<file path="src/rtl/rep_seq_checker_sat_counter.sv">
`timescale 1ns/1ps
// ---------------------------------------------------------------------------
// sat_counter
//
// Saturating event counter. It counts one per cycle while inc is high and
// then holds at all-ones, so a long run never wraps back to a small value.
//
// Ports:
//   clk    in   clock
//   rst    in   asynchronous active-low reset (clears count)
//   inc    in   count-enable pulse
//   count  out  current count, WIDTH bits
// ---------------------------------------------------------------------------
module sat_counter #(
  parameter int WIDTH = 16
) (
  input  logic             clk,
  input  logic             rst,
  input  logic             inc,
  output logic [WIDTH-1:0] count
);

  always_ff @(posedge clk or negedge rst) begin
    if (!rst) begin
      count <= '0;
    end else if (inc && (count != '1)) begin
      count <= count + 1'b1;
    end
  end

endmodule

</file>
<file path="config.mk">
export PLATFORM = sky130hd
export DESIGN_NAME = sat_counter
export DESIGN_NICKNAME = d
export VERILOG_FILES = /design/src/rtl/rep_seq_checker_sat_counter.sv
export SDC_FILE = /design/constraint.sdc
export NUM_CORES = 1
export LEC_CHECK = 0
export ABC_AREA = 1
export BUFFER_PORTS_ARGS = -buffer_cell sky130_fd_sc_hd__buf_2
export CAP_MARGIN = 0
export CORE_ASPECT_RATIO = 0.8
export CORE_MARGIN = 5
export CORE_UTILIZATION = 25
export DETAILED_ROUTE_END_ITERATION = 7
export GPL_ROUTABILITY_DRIVEN = 1
export PLACE_DENSITY = 0.49
export SLEW_MARGIN = 0
export SYNTH_ARGS = -nofsm -noshare
export SYNTH_HDL_FRONTEND = slang
export SYNTH_SLANG_ARGS = --single-unit
</file>
<file path="constraint.sdc">
create_clock -name clk -period 2.05 [get_ports clk]
set_input_delay 0.205 -clock clk [delete_from_list [all_inputs] [get_ports clk]]
set_output_delay 0.205 -clock clk [all_outputs]
set_load 0.05 [all_outputs]
</file>
==> results_dict.tcl <==
set metrics [dict create \
    cts_tree "yes" \
    core_mm2 0.00415 \
    cp_slowest_cell "dfrtp_1" \
    synth_edf_count 0 \
    drc_errors 0 \
    syn_inst 149 \
    drive_above_1_share_pct 21.8 \
    grt.total_usage_pct 10.5 \
    synthMuxAreaShare_pct 0 \
    worst_ep_required_time_ps 2250 \
    overflow 0 \
    ys_warn_count 0 \
    r2r_slack_ps 390 \
    crit-reg2reg-launch "count[0]" \
    slowest_delay_ps 450 \
    slew_headroom_pct 73.0 \
    min_period_ps 1660 \
    seq_area_frac_synth_pct 37.8 \
    rsz0062_at_grt "false" \
    regMostFlops "count" \
    synth_top_family_by_area "simple AND/OR/NAND/NOR gates" \
    grt_pass1_vias 905 \
    stdcell_count 227 \
    synth_xor_area_share_pct 4.96 \
    worstRegToRegCells 8 \
    met2WireLength_um 1040 \
    ant_nets 0 \
    dp_hpwl_um 1930 \
    drv_slew 0 \
    yosysMostFrequentCell "nand2_1" \
    hold_viol 0 \
    max-cap-violations 0 \
    path_class "reg2reg" \
    max-clock-path-buffers 2 \
    dp_slack_ps 402 \
    cts_htree_levels 1 \
    wire_per_inst_um 11.2 \
    finalPower_mw 1.19 \
    placed_area_mm2 0.00120 \
    synth-main-ff-cell "dfrtp_1" \
    worstHoldStart "inc" \
    synth_fa_ha_area_share_pct 1.18 \
    synth.net_count 153 \
    synth_top_area_share_pct 37.8 \
    r2r_end "count[8]" \
    clk_pin_slew_ps 70 \
    numCtsBuffers 3 \
    first_iter_violations 37 \
    dr.pass1.iters 4 \
    port_buffers 18 \
    setup_tns_ps 0 \
    fmax_mhz 603 \
    ys_seq_elements 16 \
    final_nets 175 \
    dp.cells 222 \
    start_kind "flop" \
    synthArstFlopShare_pct 100 \
    hold_depth 4 \
    clk_latency_ps 260 \
    synthTopCellsByArea "dfrtp_1 (38%), nand2_1 (23%), nor2_1 (5.0%)" \
    antenna_found_initial 0 \
    die-height_um 68.2 \
    cp_max_fo 16 \
    crit_top_cell "nor2_4" \
    synthSimpleGateAreaFrac_pct 44.3 \
    highest_layer "met4" \
    post_cts_buffers 0 \
    rows 21 \
    regArea_um2 400 \
    final_area_mm2 0.00126 \
    viasPerCell 4.26 \
    worst_slack_ps 391 \
    min_to "count[12]" \
    reg_top3 "count: 16 flops" \
    synth_commonest_cells "nand2_1 (64), dfrtp_1 (16), nor2_1 (14)" \
    die_w_um 82.8 \
    cts_root_buf "clkbuf_8" \
    fin_crit_sh_pct 80.9 \
    ios 19 \
    grt_pass1_wl_um 4460 \
    synth.cell_area_mm2 0.00106 \
    wl_met3_um 138 \
    p_per_area_mw_per_mm2 941 \
    clock_skew_ps 2.43 \
    start_util_pct 25.5 \
    critPathCaptureType "flop" \
    num_vias 966 \
    largest_reg_flops 16 \
    fillers 468 \
    yosysUniqueCellTypes 17 \
    setup_viol_count_final 0 \
    leakage_nw 0.594 \
    yosysTopAreaCell "dfrtp_1" \
    min_path_type "in2reg" \
    tightest_slew_ps 404 \
    m1WireLength_um 1370 \
    numClockSinks 16 \
    multiInputGateArea_um2 587 \
    area_delta_synth_final_pct 19.3 \
    cp.arrival_ps 1860 \
    gp_congestion 0.769 \
    worstPathCellList "ha_1 > inv_2 > nor2_4 > nand2_2 > nor2_4 > nor2_4 > nand2_1 > nand2_1" \
    outcome "finished, final reports clean" \
    antennaDiodeCount 0 \
    dieArea_mm2 0.00564 \
    synth.avg_cell_area_um2 7.10 \
    grt_max_degree 17 \
    synth-compound-area-share_pct 4.96 \
    irDropWorstVdd_v 0.000363 \
    wirelength_um 2550 \
]
[critical path, delay by kind of cell (launching register included)]
kind                     cells  cell delay, ps
buffers and inverters        1             120
AND/OR/NAND/NOR              6             720
flip-flops                   1             450
adder cells (fa/ha/maj)      1             310
[layer usage]
| layer | vias up | GRT usage [%] |
|---|---|---|
| li1 | 510 | - |
| met1 | 436 | 15.2 |
| met2 | 18 | 15.0 |
| met3 | 2 | 3.68 |
| met4 | 0 | 1.84 |
| met5 | - | 0 |
[layout by cell type (no fill, tap or decap), types with 2 or more instances in the layout]
cell | netlist | layout
nand2_1 | 64 | 64
buf_2 | 0 | 18
dfrtp_1 | 16 | 16
nor2_1 | 14 | 14
inv_1 | 12 | 12
nand3_1 | 7 | 7
o21ai_0 | 7 | 7
xnor2_1 | 5 | 5
nand4_1 | 5 | 5
nand2_2 | 4 | 4
nor2_4 | 4 | 4
clkbuf_8 | 0 | 4
nor2_2 | 3 | 3
o21ai_2 | 2 | 2
[area by class of cell]
class,count,area share (%)
multi-input combinational,118,46.5
timing repair buffer,19,7.93
clock buffer,4,4.36
sequential,16,31.7
inverter,13,3.87
tap,57,5.65
[metrics by stage]
| stage | util [%] | hold slack [ps] |
|---|---|---|
| after floorplan | - | -90.6 |
| after global placement | 28.8 | 154 |
| after detailed placement | 28.8 | 153 |
| after CTS | 30.4 | 353 |
| after global routing | 30.4 | 385 |
| final | 30.4 | 339 |
[how the worst max path moves through the flow]
stage                      to  slack, ps  depth (start not counted)      from
global placement     count[9]        440                          7  count[0]
global route        count[10]        240                          8  count[0]
floorplan            count[6]        220                          9  count[0]
finish               count[8]        390                          8  count[0]
CTS                  count[8]        390                          8  count[0]
detailed placement   count[7]        400                          7  count[0]
[cells by family (layout without fill, tap and decap cells)]
group / count (synthesis) / after routing
compound gates: 9 / 9
simple gates: 102 / 102
flops: 16 / 16
fa+ha+maj: 1 / 1
xor+xnor: 6 / 6
buf+inv: 15 / 36
[power by group]
group | switching [mW] | total (mW) | internal, mW | leakage [nW]
Clock | 0.129 | 0.300 | 0.171 | 0.0288
Combinational | 0.322 | 0.431 | 0.109 | 0.362
Sequential | 0.0875 | 0.457 | 0.370 | 0.203
[what timing repair did]
item / CTS / global route
hold buffers: 1 / 0
gates resized for setup: 0 / 0
hold endpoints to repair: 16 / 0
No activity file was read; power rests on OpenSTA's default activity.
